==> config.mk <==
export PLATFORM = sky130hd
export DESIGN_NAME = source_sequencer_flat
export DESIGN_NICKNAME = d
export VERILOG_FILES = /design/src/rtl/source_sequencer_pkg.sv /design/src/rtl/source_sequencer_if.sv /design/src/rtl/source_sequencer_btn_fall_detect.sv /design/src/rtl/source_sequencer.sv /design/src/flat_wrapper.sv
export SDC_FILE = /design/constraint.sdc
export NUM_CORES = 1
export LEC_CHECK = 0
export CORE_ASPECT_RATIO = 1.2
export CORE_MARGIN = 4
export CORE_UTILIZATION = 44
export CTS_CLUSTER_SIZE = 30
export DETAILED_ROUTE_END_ITERATION = 12
export SLEW_MARGIN = 20
export SYNTH_ARGS = -nofsm -noshare
export SYNTH_HDL_FRONTEND = slang
export SYNTH_SLANG_ARGS = --single-unit
==> constraint.sdc <==
create_clock -name clk1280 -period 2.8 [get_ports clk1280]
set_input_delay 0.84 -clock clk1280 [delete_from_list [all_inputs] [get_ports clk1280]]
set_output_delay 0.84 -clock clk1280 [all_outputs]
set_load 0.01 [all_outputs]
==> src/rtl/source_sequencer_pkg.sv <==
// source_seq_pkg: sequencer states, source mux channel codes and the channel advance search.
package source_seq_pkg;

    typedef enum logic [1:0] {WAIT_LOCK, SETTLE, RUN} state_e;

    localparam logic [1:0] CH_COUNTER   = 2'd0;
    localparam logic [1:0] CH_PRBS      = 2'd1;
    localparam logic [1:0] CH_CONST     = 2'd2;
    localparam logic [1:0] CH_CONST_BAR = 2'd3;

    // Walks sel+4 (itself) down to sel+1 so the nearest enabled successor is written last.
    function automatic logic [1:0] next_enabled(input logic [1:0] sel, input logic [3:0] mask);
        logic [1:0] r;
        logic [1:0] c;
        r = sel;
        for (int i = 4; i >= 1; i--) begin
            c = sel + 2'(i);
            if (mask[c]) r = c;
        end
        return r;
    endfunction

endpackage

==> src/rtl/source_sequencer_if.sv <==
// source_sequencer_if: lock, button, mask inputs and channel select/qualifier outputs of the sequencer.
interface source_sequencer_if;
    logic       pll_locked;
    logic       btn_next;
    logic       btn_mode;
    logic [3:0] ch_mask;
    logic [1:0] sel;
    logic       src_valid;
    logic       auto_mode;
    logic       trigger;

    modport master (
        output pll_locked, btn_next, btn_mode, ch_mask,
        input  sel, src_valid, auto_mode, trigger
    );

    modport slave (
        input  pll_locked, btn_next, btn_mode, ch_mask,
        output sel, src_valid, auto_mode, trigger
    );
endinterface

==> src/rtl/source_sequencer_btn_fall_detect.sv <==
// btn_fall_detect: registered 1->0 edge detector; history resets to 1 (idle-high button).
module btn_fall_detect (
    input  logic clk1280,
    input  logic FPGA_RESETn,
    input  logic btn_i,
    output logic fall_o
);
    logic hist_q;

    always_ff @(posedge clk1280 or negedge FPGA_RESETn) begin
        if (!FPGA_RESETn) hist_q <= 1'b1;
        else              hist_q <= btn_i;
    end

    assign fall_o = hist_q & ~btn_i;
endmodule

==> src/rtl/source_sequencer.sv <==
// source_sequencer: lock/settle/run sequencing of the FMCA test-pattern channel select.
// SOURCE_SEQ_AUTO_EN adds auto-cycling with a dwell timer and the btn_mode toggle.
module source_sequencer
    import source_seq_pkg::*;
#(
    parameter int unsigned DWELL_CYCLES  = 1280,
    parameter int unsigned SETTLE_CYCLES = 16,
    parameter int unsigned TRIG_WIDTH    = 4
) (
    input  logic                clk1280,
    input  logic                FPGA_RESETn,
    source_sequencer_if.slave   bus
);
    localparam logic [31:0] SETTLE_LOAD = 32'(SETTLE_CYCLES - 1);
    localparam logic [31:0] TRIG_LOAD   = 32'(TRIG_WIDTH);

    state_e      state_q, state_d;
    logic [1:0]  sel_q, sel_d;
    logic [31:0] settle_q, settle_d;
    logic [31:0] trig_q, trig_d;
    logic        next_fall;
    logic        expire;
    logic        auto_q;

    btn_fall_detect u_next (
        .clk1280     (clk1280),
        .FPGA_RESETn (FPGA_RESETn),
        .btn_i       (bus.btn_next),
        .fall_o      (next_fall)
    );

`ifdef SOURCE_SEQ_AUTO_EN
    logic        mode_fall;
    logic [31:0] dwell_q, dwell_d;

    btn_fall_detect u_mode (
        .clk1280     (clk1280),
        .FPGA_RESETn (FPGA_RESETn),
        .btn_i       (bus.btn_mode),
        .fall_o      (mode_fall)
    );

    // A mode edge restarts the dwell, so it also suppresses an expiry in the same cycle.
    assign expire = auto_q && !mode_fall && (dwell_q == 32'(DWELL_CYCLES - 1));

    always_comb begin
        dwell_d = (state_q != RUN || state_d != RUN || mode_fall || expire) ? '0 : dwell_q + 32'(auto_q);
    end

    always_ff @(posedge clk1280 or negedge FPGA_RESETn) begin
        if (!FPGA_RESETn) begin
            auto_q  <= 1'b0;
            dwell_q <= '0;
        end else begin
            auto_q  <= auto_q ^ mode_fall;
            dwell_q <= dwell_d;
        end
    end
`else
    logic unused_cfg;
    assign unused_cfg = bus.btn_mode ^ (^32'(DWELL_CYCLES));
    assign expire     = 1'b0;
    assign auto_q     = 1'b0;
`endif

    always_comb begin
        state_d  = state_q;
        sel_d    = sel_q;
        settle_d = settle_q;
        trig_d   = '0;
        if (!bus.pll_locked) begin
            state_d  = WAIT_LOCK;
            settle_d = '0;
        end else if (state_q == WAIT_LOCK) begin
            state_d  = SETTLE;
            settle_d = SETTLE_LOAD;
        end else if (state_q == SETTLE) begin
            state_d  = (settle_q == '0) ? RUN : SETTLE;
            settle_d = settle_q - 32'(settle_q != '0);
            trig_d   = (settle_q == '0) ? TRIG_LOAD : '0;
        end else if ((next_fall || expire) && |bus.ch_mask) begin
            state_d  = SETTLE;
            sel_d    = next_enabled(sel_q, bus.ch_mask);
            settle_d = SETTLE_LOAD;
        end else begin
            trig_d = trig_q - 32'(trig_q != '0);
        end
    end

    always_ff @(posedge clk1280 or negedge FPGA_RESETn) begin
        if (!FPGA_RESETn) begin
            state_q  <= WAIT_LOCK;
            sel_q    <= CH_COUNTER;
            settle_q <= '0;
            trig_q   <= '0;
        end else begin
            state_q  <= state_d;
            sel_q    <= sel_d;
            settle_q <= settle_d;
            trig_q   <= trig_d;
        end
    end

    assign bus.sel       = sel_q;
    assign bus.src_valid = (state_q == RUN);
    assign bus.trigger   = |trig_q;
    assign bus.auto_mode = auto_q;
endmodule

==> src/flat_wrapper.sv <==
// flat-port wrapper written by rule: the top's interface ports become plain ports
module source_sequencer_flat import source_seq_pkg::*;
#(
    parameter int unsigned DWELL_CYCLES  = 1280,
    parameter int unsigned SETTLE_CYCLES = 16,
    parameter int unsigned TRIG_WIDTH    = 4
)
  (clk1280, FPGA_RESETn, bus_pll_locked, bus_btn_next, bus_btn_mode, bus_ch_mask, bus_sel, bus_src_valid, bus_auto_mode, bus_trigger);
  source_sequencer_if bus_i ();
  input  logic clk1280;
  input  logic FPGA_RESETn;
  input wire logic [$bits(bus_i.pll_locked)-1:0] bus_pll_locked;
  input wire logic [$bits(bus_i.btn_next)-1:0] bus_btn_next;
  input wire logic [$bits(bus_i.btn_mode)-1:0] bus_btn_mode;
  input wire logic [$bits(bus_i.ch_mask)-1:0] bus_ch_mask;
  output wire logic [$bits(bus_i.sel)-1:0] bus_sel;
  output wire logic [$bits(bus_i.src_valid)-1:0] bus_src_valid;
  output wire logic [$bits(bus_i.auto_mode)-1:0] bus_auto_mode;
  output wire logic [$bits(bus_i.trigger)-1:0] bus_trigger;
  assign bus_i.pll_locked = bus_pll_locked;
  assign bus_i.btn_next = bus_btn_next;
  assign bus_i.btn_mode = bus_btn_mode;
  assign bus_i.ch_mask = bus_ch_mask;
  assign bus_sel = bus_i.sel;
  assign bus_src_valid = bus_i.src_valid;
  assign bus_auto_mode = bus_i.auto_mode;
  assign bus_trigger = bus_i.trigger;
  source_sequencer #(.DWELL_CYCLES(DWELL_CYCLES), .SETTLE_CYCLES(SETTLE_CYCLES), .TRIG_WIDTH(TRIG_WIDTH)) u_core (.clk1280(clk1280), .FPGA_RESETn(FPGA_RESETn), .bus(bus_i));
endmodule
**Word level (Yosys, flattened, before mapping)**

Index checks and enable logic that the tools add are counted.

- Add/sub/neg operators: 5
- Order comparisons: 3
- Eq/ne operators: 3
- Multiplexer cells: 23
- Bitwise logic cells: 4
- Reductions and logical operators: 9

Operators with widths:

| cell | number |
|---|---|
| $mux 32 | 8 |
| $reduce_bool 32->1 | 2 |
| $sub 32x1->32 | 2 |
| $logic_not 32->1 | 1 |
| $reduce_or 32->1 | 1 |
| $mux 2 | 8 |
| $lt 2x3->1 const B | 3 |
| $bmux 1 s2 | 3 |
| $reduce_and 5->1 | 1 |
| $add 2x2->2 const B | 2 |
| $ne 4x1->1 const B | 1 |
| $reduce_or 4->1 | 1 |
| $mux 1 | 3 |
| $mux 3 | 1 |
| $not 1->1 | 3 |
| $reduce_bool 3->1 | 1 |
| $add 2x1->2 const B | 1 |
| $eq 2x1->1 const B | 1 |
| $eq 2x2->1 const B | 1 |
| $logic_not 2->1 | 1 |
| $and 1x1->1 | 1 |
| $logic_and 1x1->1 | 1 |

- Flip-flop bits (word level): 69
- Output and inout port bits: 5
- Logic and storage cells: 52

**Logic depth before layout (Yosys ltp)**

- Word-level depth: 7
- Gate-level depth with buffers: 13

**Cells and area by module**

From an unflattened synthesis, not the netlist that was laid out.

- Cells, all modules: 434
- Area total of the unflattened synthesis: 3,968.8 um^2

Modules (own cells, without submodules):

| module | times used | cells each | area each (um^2) | seq. area each (um^2) |
|---|---|---|---|---|
| source_sequencer | 1 | 432 | 3,928.8 | 1,701.6 |
| btn_fall_detect | 1 | 2 | 40.0 | 26.3 |

**Worst setup path before layout**

Ideal clock, no wire load.

- Path type: reg2reg
- Start point: reg u_core.settle_q[14]
- End point: reg u_core.settle_q[19]
- Arrival: 2,969 ps
- Data required time: 2,722 ps
- Slack: -247 ps
- Cell stages (with the launch flop): 12
- Clock period less this slack: 3,047 ps
- Cells stage by stage: dfrtp_1 -> or4_1 -> clkbuf_1 -> nor4_1 -> and3b_1 -> nand4_1 -> ha_1 -> or4b_2 -> nor4_4 -> nand3_2 -> or4_1 -> a21oi_1

- Longest elaborated chain between the ends: 5

Ends and longest elaborated chain:

| item | line | source |
|---|---|---|
| start: declaration | source_sequencer.sv:19 | `logic [31:0] settle_q, settle_d;` |
| start signal: assignment | source_sequencer.sv:99 | `settle_q <= settle_d;` |
| $reduce_bool 32->1 | source_sequencer.sv:79 | `settle_d = settle_q - 32'(settle_q != '0);` |
| $sub 32x1->32 * | source_sequencer.sv:79 |  |
| $mux 32 * | source_sequencer.sv:77 | `end else if (state_q == SETTLE) begin` |
| $mux 32 * | source_sequencer.sv:74 | `end else if (state_q == WAIT_LOCK) begin` |
| $mux 32 * | source_sequencer.sv:71 | `if (!bus.pll_locked) begin` |

Mark *: on every way between the ends. The rest lies on a longest branch, timed or not.
A chain may end at the register's enable or synchronous reset.

**Worst setup path after layout**

- Start point: reg u_core.trig_q[27]
- End point: out bus_trigger

- Longest elaborated chain between the ends: 1

Ends and longest elaborated chain:

| item | line | source |
|---|---|---|
| start: declaration | source_sequencer.sv:20 | `logic [31:0] trig_q, trig_d;` |
| start signal: assignment | source_sequencer.sv:100 | `trig_q <= trig_d;` |
| $reduce_or 32->1 | source_sequencer.sv:106 | `assign bus.trigger = \|trig_q;` |
| end: declaration | flat_wrapper.sv:19 | `output wire logic [$bits(bus_i.trigger)-1:0] bus_trigger;` |

No other way between the ends.

==> impl_summary.md <==
Status
The run finished, with violations left. The checks that failed: setup timing.

STA
The number of endpoints with negative hold slack in the final report is 0. The number of max-slew violations in the final report was 0. Setup repair after global routing could not meet its margin everywhere. The portion of the clock cycle consumed by the worst path in the final layout is 1.01. In this run the tightest slew margin relative to its limit is 0.527.

Summed over all failing endpoints, the final setup total negative slack is -0.0304 ns. The worst hold slack across all endpoints is about 0.43 ns. Based on the critical path, the design can be clocked at up to 353 MHz.

The number of setup violations in the final report is 1. After layout, the worst setup slack is -0.0304 ns. The clock period minus worst slack is between 2 and 3 ns. At the pin with the least slew margin, the transition time is around 0.7 ns. The worst clock skew on the final layout is just over 0.008 ns.

Route
The average wire per standard cell is 15.1 um. The post-detailed-routing wire length is 9090 um. In this run the remaining antenna-violating nets after routing total 0. The iteration count of the initial detailed-routing pass is 6. In this run, the number of DRC markers left after iteration 0 of detailed routing was 123. The total via count after detailed routing is 3,318. The post-detailed-route DRC marker count is 0.

The number of vias per cell is 5.52.

Worst setup path
The critical path startpoint category is a flop. Traced cell by cell, the critical path runs through or4_4 -> or3_4 -> nor2_2 -> nand3_2 -> buf_6. The endpoint type of the worst setup path is an output port. The arrival time reported for the critical path endpoint is just under 2 ns.

On the critical path, the stage with the largest delay is an instance of sky130_fd_sc_hd__or4_4. The largest stage delay on the critical path is approximately 0.53 ns. The critical path is of the flop to output port type. The required time at the endpoint of the critical path is 1.96 ns. The top cell family by delay on the critical path is simple AND/OR/NAND/NOR gates. The number of buffer and inverter instances along the worst setup path is 1.

The highest fanout seen on the critical path is 2.

Synthesis
After synthesis, the mean cell area works out to just over 9 sq um. The cell area after technology mapping is 3720 sq um. In this run, synthesis inferred 0 flip-flops with an integrated enable. When the netlist entered floorplanning its net count stood at 423. The cell count after synthesis is 410. The cell type with the highest aggregate area in the netlist is sky130_fd_sc_hd__dfrtp_1. Among all flip-flop cells after synthesis, the most frequent one is sky130_fd_sc_hd__dfrtp_1. Of the synthesized area, sequential elements account for 0.464. In this run, synthesis produced a sequential element count of 69.

After synthesis, the cell types taking the most area are sky130_fd_sc_hd__dfrtp_1 (46%), sky130_fd_sc_hd__nor2_1 (5.1%), sky130_fd_sc_hd__o21ai_0 (5.1%). The fraction of registers with async set/reset is 1.00. Counting distinct cell types in the post-synthesis netlist gives 54. The count of yosys warnings during synthesis is 0. Of the post-synthesis cell area, the dominant cell type holds 0.457.

Place
The number of buffers added on ports is 11. The pre-CTS worst setup slack is -0.125 ns. The placer's final routability congestion estimate is 0.808. Summed over all nets, the half-perimeter wirelength after detailed placement is 5890 um.

Floorplan
The count of standard-cell rows is 36. The area of the core region is between 8000 and 9000 sq um. The effective utilization at floorplan is 0.454.

In this run the horizontal extent of the chip is 92.0 um. The die span in y is 109 um. 14 I/O pins were placed. The die covers 10,000 sq um.

GRT
The number of antenna violations at the first check in global routing is 0. The first global-routing pass estimated between 15,000 and 20,000 um of wire. The maximum number of pins on one net before global-route repair is 51. The total global routing overflow is 0. The overall track demand over capacity in global routing is 0.196. The number of global-route vias before repair was 3,404.

Pwr
The worst-case IR drop observed on VDD is 0.387 mV. For this design the static power due to leakage is 2.14 nW. Power spread over the standard cell area amounts to 721 nW/um^2.

CTS
TritonCTS created 9 clock buffers. The clock sink count is 69. The hold buffer count at cts is 0.

The cell chosen for the clock root is sky130_fd_sc_hd__clkbuf_8. The maximum level of the CTS H-tree is 3. The source-to-sink clock delay at the later pin of the worst-skew pair is 0.35 ns.

After clock tree synthesis, the clock-pin slew on the worst setup and hold paths is 0.08 ns. TritonCTS built the clock tree. The clock passes through at most 2 buffers.

Run
Across the run, the number of max-cap violations was 0.

Final layout
The fraction of layout cells with a size suffix above 1 is 0.290. The layout overhead on the synthesized area is 31.7%. The final layout contains 495 nets. Once layout is complete, the utilization of the core stands at 0.598. The antenna diode count is 0.

Worst hold path
The class of the worst hold path is input port to async pin.
[final timing paths]
check	cells after the start	slack, ns	end	start
max	5	-0.03	bus_trigger	u_core.trig_q[27]
min	1	0.43	u_core.trig_q[9]	FPGA_RESETn
max reg2reg	13	0.01	u_core.trig_q[20]	u_core.trig_q[27]
min reg2reg	1	0.54	u_core.settle_q[10]	u_core.settle_q[10]
max in group asynchronous	2	1.70	u_core.u_next.hist_q	FPGA_RESETn
min in group clk1280	1	0.54	u_core.settle_q[10]	u_core.settle_q[10]
[placed cells by master, fill, tap and decap left out, types with 9 or more instances in the layout]
cell | synthesis | final
sky130_fd_sc_hd__o21ai_0 | 38 | 24
sky130_fd_sc_hd__nor2_1 | 51 | 49
sky130_fd_sc_hd__clkdlybuf4s50_1 | 0 | 9
sky130_fd_sc_hd__dfrtp_1 | 68 | 68
sky130_fd_sc_hd__buf_4 | 1 | 66
sky130_fd_sc_hd__nor4_1 | 24 | 19
sky130_fd_sc_hd__nand2_1 | 35 | 33
sky130_fd_sc_hd__xor2_1 | 10 | 10
sky130_fd_sc_hd__nor3_1 | 13 | 11
sky130_fd_sc_hd__nand3_1 | 14 | 13
sky130_fd_sc_hd__o21ai_1 | 0 | 12
sky130_fd_sc_hd__clkbuf_8 | 0 | 9
sky130_fd_sc_hd__a21oi_1 | 16 | 11
sky130_fd_sc_hd__xnor2_1 | 21 | 21
[area by class of cell]
cell class	count	area, sq um
Fill cell	733	3290
Clock buffer	9	124
Tap cell	114	143
Inverter	8	30.0
Clock inverter	7	98.8
Timing Repair Buffer	81	664
Sequential cell	69	1730
Multi-Input combinational cell	313	2120
[flip-flops by register name, summed over array words and instances, names as in the netlist]
name,count
u_core.bus.sel,2
u_core.state_q,2
u_core.u_next.hist_q,1
u_core.trig_q,32
u_core.settle_q,32
[stage by stage]
stage	total power [W]	cell area [sq um]	cells
floorplan	0.00200	3780	410
global placement	0.00238	4420	576
detailed placement	0.00239	4420	576
CTS	0.00342	4730	597
global route	0.00379	4910	601
finish	0.00354	4910	601
[synth_stat cells (all sizes together) (4+ instances only)]
cell type,count
a21oi,16
clkbuf,18
dfrtp,68
ha,4
inv,8
nand2,35
nand2b,4
nand3,15
nand4,6
nor2,51
nor3,13
nor4,26
o211ai,5
o21ai,38
o31ai,5
or3,10
or4,11
xnor2,21
xor2,10
[metal layers]
metal | share of wire | vias up | track usage
li1 | - | 1635 | -
met4 | 0.020 | 0 | 0.0796
met2 | 0.54 | 43 | 0.349
met5 | 0 | - | 0
met3 | 0.025 | 17 | 0.0442
met1 | 0.42 | 1623 | 0.228
[cells by family after synthesis]
family / share of synthesized area
other: 0.00101
adders and majority gates: 0.0134
buffers and inverters: 0.0329
DFF: 0.464
AOI/OAI and AO/OA: 0.129
xor gates and xnor gates: 0.0729
muxes: 0.00806
and+or+nand+nor: 0.278
[repair_timing]
| action | CTS | global route |
|---|---|---|
| gates cloned | 1 | 0 |
| buffers inserted | 4 | 5 |
| setup endpoints to repair | 14 | 46 |
| gates resized for setup | 14 | 46 |
| pin swaps | 5 | 12 |
[report_power, final]
group          switching [W]  internal, W
Sequential          0.000106      0.00108
Combinational       0.000735     0.000692
Clock               0.000421     0.000506
No activity file was read; power rests on OpenSTA's default activity.
